$ cat src/rtl/complex_addsub_pipe_pkg.sv
// Shared definitions for the complex add/sub pipeline: mode encoding,
// re/im slice positions within a packed {re, im} word, and per-lane op decode.
package cplx_pkg;

  typedef enum logic [1:0] {
    MODE_ADD  = 2'b00,
    MODE_SUB  = 2'b01,
    MODE_ADDC = 2'b10,
    MODE_SUBC = 2'b11
  } cplx_mode_e;

  localparam int unsigned CPLX_IM_LSB = 0;

  function automatic int unsigned re_lsb(input int unsigned w);
    return w;
  endfunction

  function automatic int unsigned re_msb(input int unsigned w);
    return 2 * w - 1;
  endfunction

  function automatic int unsigned im_msb(input int unsigned w);
    return w - 1;
  endfunction

  function automatic logic re_is_sub(input cplx_mode_e m);
    return (m == MODE_SUB) || (m == MODE_SUBC);
  endfunction

  // Conjugating B flips the sign applied to b.im relative to the re lane.
  function automatic logic im_is_sub(input cplx_mode_e m);
    return (m == MODE_SUB) || (m == MODE_ADDC);
  endfunction

endpackage

$ cat src/rtl/complex_addsub_pipe_if.sv
// Stream interface for complex_addsub_pipe: input sample handshake plus
// result handshake; master drives samples and out_ready, slave is the pipe.
interface complex_addsub_pipe_if #(
  parameter int unsigned W = 32
);

  logic           in_valid;
  logic           in_ready;
  logic [2*W-1:0] a;
  logic [2*W-1:0] b;
  logic [1:0]     mode;
  logic           out_valid;
  logic           out_ready;
  logic [2*W-1:0] result;
  logic [1:0]     ovf;

  modport master (
    output in_valid, a, b, mode, out_ready,
    input  in_ready, out_valid, result, ovf
  );

  modport slave (
    input  in_valid, a, b, mode, out_ready,
    output in_ready, out_valid, result, ovf
  );

endinterface

$ cat src/rtl/complex_addsub_pipe_lane.sv
// cplx_lane: combinational W-bit signed add/sub with overflow detect.
// Build option CPLX_ADDSUB_SAT_EN saturates overflowing results instead of wrapping.
module cplx_lane #(
  parameter int unsigned W = 32
) (
  input  logic [W-1:0] x,
  input  logic [W-1:0] y,
  input  logic         sub,
  output logic [W-1:0] z,
  output logic         ovf
);

  logic [W:0] xe;
  logic [W:0] ye;
  logic [W:0] sum;

  always_comb begin
    xe  = {x[W-1], x};
    ye  = {y[W-1], y};
    // The W+1-bit result is exact, so the top two bits disagree only on overflow.
    sum = sub ? (xe - ye) : (xe + ye);
    ovf = sum[W] ^ sum[W-1];
`ifdef CPLX_ADDSUB_SAT_EN
    if (ovf) begin
      z = sum[W] ? {1'b1, {(W-1){1'b0}}} : {1'b0, {(W-1){1'b1}}};
    end else begin
      z = sum[W-1:0];
    end
`else
    z = sum[W-1:0];
`endif
  end

endmodule

$ cat src/rtl/complex_addsub_pipe.sv
// complex_addsub_pipe: LAT-stage complex add/sub/conjugate pipeline with
// valid/ready flow control and ce. Build option: CPLX_ADDSUB_SAT_EN (saturate).
module complex_addsub_pipe #(
  parameter int unsigned W   = 32,
  parameter int unsigned LAT = 2
) (
  input  logic                  clk,
  input  logic                  rst_n,
  input  logic                  ce,
  complex_addsub_pipe_if.slave  bus
);

  import cplx_pkg::*;

  localparam int unsigned RE_HI = re_msb(W);
  localparam int unsigned RE_LO = re_lsb(W);
  localparam int unsigned IM_HI = im_msb(W);
  localparam int unsigned SW    = 2 * W + 2;

  logic [LAT-1:0]         valid_q;
  logic [LAT-1:0]         valid_d;
  logic [LAT-1:0][SW-1:0] stage_q;
  logic [LAT-1:0][SW-1:0] stage_d;

  cplx_mode_e mode_e;
  logic       re_sub;
  logic       im_sub;
  logic [W-1:0] re_z;
  logic [W-1:0] im_z;
  logic         re_ovf;
  logic         im_ovf;
  logic         advance;

  always_comb begin
    mode_e = cplx_mode_e'(bus.mode);
    re_sub = re_is_sub(mode_e);
    im_sub = im_is_sub(mode_e);
  end

  cplx_lane #(.W(W)) u_lane_re (
    .x   (bus.a[RE_HI:RE_LO]),
    .y   (bus.b[RE_HI:RE_LO]),
    .sub (re_sub),
    .z   (re_z),
    .ovf (re_ovf)
  );

  cplx_lane #(.W(W)) u_lane_im (
    .x   (bus.a[IM_HI:CPLX_IM_LSB]),
    .y   (bus.b[IM_HI:CPLX_IM_LSB]),
    .sub (im_sub),
    .z   (im_z),
    .ovf (im_ovf)
  );

  // Stage 0 captures the finished arithmetic; later stages only delay it.
  always_comb begin
    advance = ce && !(valid_q[LAT-1] && !bus.out_ready);
    valid_d = valid_q;
    stage_d = stage_q;
    if (advance) begin
      valid_d[0] = bus.in_valid;
      stage_d[0] = {re_z, im_z, re_ovf, im_ovf};
      for (int unsigned i = 1; i < LAT; i++) begin
        valid_d[i] = valid_q[i-1];
        stage_d[i] = stage_q[i-1];
      end
    end
  end

  always_ff @(posedge clk or negedge rst_n) begin
    if (!rst_n) begin
      valid_q <= '0;
      stage_q <= '0;
    end else begin
      valid_q <= valid_d;
      stage_q <= stage_d;
    end
  end

  always_comb begin
    bus.in_ready  = advance;
    bus.out_valid = valid_q[LAT-1];
    bus.result    = stage_q[LAT-1][SW-1:2];
    bus.ovf       = stage_q[LAT-1][1:0];
  end

endmodule

$ cat src/flat_wrapper.sv
// flat-port wrapper written by rule: the top's interface ports become plain ports
module complex_addsub_pipe_flat import cplx_pkg::*;
#(
  parameter int unsigned W   = 32,
  parameter int unsigned LAT = 2
)
  (clk, rst_n, ce, bus_in_valid, bus_a, bus_b, bus_mode, bus_out_ready, bus_in_ready, bus_out_valid, bus_result, bus_ovf);
  complex_addsub_pipe_if #(.W(W)) bus_i ();
  input  logic clk;
  input  logic rst_n;
  input  logic ce;
  input wire logic [$bits(bus_i.in_valid)-1:0] bus_in_valid;
  input wire logic [$bits(bus_i.a)-1:0] bus_a;
  input wire logic [$bits(bus_i.b)-1:0] bus_b;
  input wire logic [$bits(bus_i.mode)-1:0] bus_mode;
  input wire logic [$bits(bus_i.out_ready)-1:0] bus_out_ready;
  output wire logic [$bits(bus_i.in_ready)-1:0] bus_in_ready;
  output wire logic [$bits(bus_i.out_valid)-1:0] bus_out_valid;
  output wire logic [$bits(bus_i.result)-1:0] bus_result;
  output wire logic [$bits(bus_i.ovf)-1:0] bus_ovf;
  assign bus_i.in_valid = bus_in_valid;
  assign bus_i.a = bus_a;
  assign bus_i.b = bus_b;
  assign bus_i.mode = bus_mode;
  assign bus_i.out_ready = bus_out_ready;
  assign bus_in_ready = bus_i.in_ready;
  assign bus_out_valid = bus_i.out_valid;
  assign bus_result = bus_i.result;
  assign bus_ovf = bus_i.ovf;
  complex_addsub_pipe #(.W(W), .LAT(LAT)) u_core (.clk(clk), .rst_n(rst_n), .ce(ce), .bus(bus_i));
endmodule
$ cat config.mk
export PLATFORM = sky130hd
export DESIGN_NAME = complex_addsub_pipe_flat
export DESIGN_NICKNAME = d
export VERILOG_FILES = /design/src/rtl/complex_addsub_pipe_pkg.sv /design/src/rtl/complex_addsub_pipe_if.sv /design/src/rtl/complex_addsub_pipe_lane.sv /design/src/rtl/complex_addsub_pipe.sv /design/src/flat_wrapper.sv
export SDC_FILE = /design/constraint.sdc
export NUM_CORES = 1
export LEC_CHECK = 0
export ABC_CLOCK_PERIOD_IN_PS = 2500
export CAP_MARGIN = 20
export CORE_UTILIZATION = 35
export DETAILED_ROUTE_END_ITERATION = 12
export SLEW_MARGIN = 15
export SYNTH_ARGS = -nofsm -noshare
export SYNTH_HDL_FRONTEND = slang
export SYNTH_SLANG_ARGS = --single-unit
$ cat constraint.sdc
create_clock -name clk -period 2.5 [get_ports clk]
set_clock_uncertainty 0.1 [all_clocks]
set_input_delay 0.625 -clock clk [delete_from_list [all_inputs] [get_ports clk]]
set_output_delay 0.625 -clock clk [all_outputs]
set_load 0.05 [all_outputs]
==> results.py <==
metrics = {
    "pwr": {
        "leakagePower_nw": 8.19,
        "powerDensity_nw_per_um2": 792,
        "peakVddDrop_uv": 585,
        "total_power_w": 0.0140,
    },
    "cts": {
        "clkSinkCount": 134,
        "cts_buffers": 17,
        "path_clk_slew_ps": 60,
        "cts_tree": "built",
        "cts_buffer_depth": 2,
        "htreeDepth": 4,
        "clk_latency_ps": 420,
        "cts_root_buf": "clkbuf_16",
    },
    "synth": {
        "synth-edff-count": 0,
        "synth_cells": 1256,
        "synth-main-ff-cell": "dfrtp_1",
        "ys.warnings.count": 0,
        "yosysSeqAreaShare_pct": 33.0,
        "yosys_register_bits": 134,
        "synth.net_count": 1461,
        "synth.avg_cell_area_sq_um": 8.08,
        "postSynth.asyncResetShare_pct": 100,
        "synth_cell_types": 67,
        "synth_area_sq_um": 10100,
    },
    "timing": {
        "fmax_ghz": 0.218,
        "tns_ps": -73340,
        "fin_hold_ws_ps": 361,
        "setup_ws_ps": -2080,
        "drv_slew": 0,
        "setup_viol": 56,
        "rsz0062_at_grt": "true",
        "period_share_pct": 183,
        "slew_headroom_pct": 61.2,
        "post-route-min-period_ps": 4580,
        "hold_viol": 0,
        "tightest_slew_ps": 581,
    },
    "global_routing": {
        "grt_max_degree": 76,
        "antenna_found_initial": 1,
        "grt.busiest_layer": "met2",
        "grt_usage_pct": 23.3,
        "grt.overflow.total": 0,
        "grtUsageMet2_pct": 40.2,
        "grt_use_met1_pct": 29.4,
        "grt_pass1_vias": 10800,
        "globalRouteMet3Util_pct": 3.41,
        "grt_first_pass_wirelength_um": 54100,
    },
    "critical_path": {
        "worst_ep_arrival_time_ps": 4780,
        "crit_path_end": "u_core.stage_q[1]$_DFFE_PN0P_",
        "cp-end-kind": "flip-flop",
        "r2r_start": "u_core.valid_q[1]$_DFFE_PN0P_",
        "reg2reg_to": "u_core.stage_q[9]$_DFFE_PN0P_",
        "cp_slowest_cell": "or4_4",
        "cpPeakStageDelay_ps": 480,
        "setup.worst_path.start": "bus_b[33]",
        "reg2reg_depth": 6,
        "critPathKind": "in2reg",
        "cp_max_fo": 3,
        "r2r_setup_slack_ps": 790,
        "path_cells": "buf_8 > nor3_4 > nand2_2 > or3_4 > or4_4 > buf_6 > o41ai_4 > xor2_1 > ha_1 > a21oi_2 > o211ai_1 > nor2_2 > a31oi_4 > a211o_1 > a311oi_2 > xnor2_1 > xnor3_1 > mux2_4",
        "startpoint_type": "input port",
        "cp.required_ps": 2700,
    },
    "layout": {
        "final_cell_mix": "334 x buf_4, 303 x nand2_1, 179 x clkdlybuf4s50_1",
        "n_antenna_cell": 0,
        "layout_commonest_cell": "buf_4",
        "fin_nets": 1978,
        "area_growth_pct": 73.7,
        "finish.utilization_pct": 62.6,
        "drive_gt1_share_pct": 38.4,
    },
    "place": {
        "gp_congestion": 0.886,
        "io_buffers": 202,
        "pre_cts_slack_ps": -2780,
        "hpwl_um": 24700,
    },
    "floorplan": {
        "core-area_sq_um": 28200,
        "die-area_sq_um": 29700,
        "io_pins": 203,
        "rows": 61,
        "initial_core_util_pct": 36.0,
        "die_y_um": 172,
        "die_w_um": 172,
    },
    "job": {
        "drv_cap": 0,
    },
    "route": {
        "vias": 10900,
        "avgViaCountPerCell": 5.02,
        "wl_um": 35700,
        "dr.first_iter.drc_count": 599,
        "drcViolationCount": 0,
        "ant_nets": 0,
        "dr.pass1.iters": 7,
        "wl_per_cell_um": 16.5,
    },
    "run_status": {
        "status": "finished, violations left",
        "violations": "negative setup slack",
    },
    "min_path": {
        "min_path_type": "reg2reg",
    },
}
-- flip-flops by register name, summed over array words and instances (netlist names) --
| signal | flops |
|---|---|
| u_core.bus.result | 64 |
| u_core.stage_q | 66 |
| u_core.valid_q | 2 |
| u_core.bus.ovf | 2 |
-- metal layers --
metal,part of all wire (%),vias up
li1,-,5338
met2,50,243
met4,3.3,2
met5,0.036,-
met3,3.6,80
met1,44,5204
-- layout make-up --
class / instances / area [sq um]
repair buffers: 613 / 5460
inverters: 31 / 134
multi-input cells: 976 / 7540
fillers: 2311 / 10500
flip-flops and latches: 134 / 3350
clock inverters: 12 / 226
well taps: 378 / 473
clock buffers: 19 / 433
-- cells in the mapped netlist, types with 5 or more instances --
cell      count  area share (%)
a211oi_1     11            0.81
a21o_1       24             1.8
a21oi_1      72             3.6
and3_1        6            0.37
buf_4        66             4.9
clkbuf_1     46             1.7
dfrtp_1     134              33
ha_1         68             8.4
inv_1        30             1.1
nand2_1     318              12
nand2b_1     12            0.74
nand3_1      19            0.94
nand4_1       7            0.43
nor2_1       53             2.0
nor2b_1       7            0.43
nor3_1       17            0.84
nor4_1        8            0.49
o211ai_1      7            0.52
o21ai_0     100             4.9
o21bai_1      9            0.67
o31ai_1      21             1.6
o41ai_1      13             1.1
or2_2         5            0.31
or3_1         8            0.49
or4_1         7            0.52
xnor2_1      44             3.8
xor2_1       68             5.9
-- through the flow --
stage / instances / area (sq um)
floorplan: 1256 / 10600
global placement: 2031 / 14800
detailed placement: 2031 / 14800
CTS: 2129 / 16800
global route: 2163 / 17600
finish: 2163 / 17600
-- critical path: cells and delay by family --
| kind | cells | cell delay (ps) |
|---|---|---|
| AND/OR/NAND/NOR | 5 | 1320 |
| adder cells (fa/ha/maj) | 1 | 280 |
| multiplexers | 1 | 260 |
| AO/OA/AOI/OAI | 6 | 1350 |
| buffers and inverters | 2 | 250 |
| XOR/XNOR | 3 | 680 |
-- kinds of logic (layout without fill, tap and decap cells) --
group | count (synthesis) | in the layout | synth area share, %
and+or+nand+nor | 486 | 486 | 21.0
AOI/OAI and AO/OA | 301 | 301 | 18.8
buffers and inverters | 146 | 675 | 7.84
DFF | 134 | 134 | 33.0
xor gates and xnor gates | 113 | 113 | 9.89
adders and majority gates | 70 | 70 | 8.78
muxes | 6 | 6 | 0.617
-- power by group --
group	switching, W	internal [W]
Clock	0.00108	0.00187
Combinational	0.00418	0.00344
Sequential	0.000436	0.00294
Total	0.00569	0.00826
-- worst min-delay path by stage --
stage	from	endpoint	slack, ps	cells past startpoint
5_1_grt	u_core.stage_q[52]$_DFFE_PN0P_	u_core.bus.result[50]$_DFFE_PN0P_	380	2
3_5_place_dp	u_core.stage_q[38]$_DFFE_PN0P_	u_core.bus.result[36]$_DFFE_PN0P_	350	2
6_report	u_core.stage_q[17]$_DFFE_PN0P_	u_core.bus.result[15]$_DFFE_PN0P_	360	2
2_1_floorplan	rst_n	u_core.bus.ovf[0]$_DFFE_PN0P_	230	0
4_1_cts	u_core.stage_q[17]$_DFFE_PN0P_	u_core.bus.result[15]$_DFFE_PN0P_	360	2
3_3_place_gp	u_core.stage_q[18]$_DFFE_PN0P_	u_core.bus.result[16]$_DFFE_PN0P_	350	2
-- what timing repair did --
| item | 4_1_cts | 5_1_grt |
|---|---|---|
| setup buffers | 71 | 47 |
| pin swaps | 152 | 165 |
| hold buffers | 1 | 0 |
| endpoints found under the hold margin | 26 | 0 |
| endpoints found under the setup margin | 61 | 57 |
| gates resized for setup | 261 | 126 |
(Power assumes the default switching activity.)
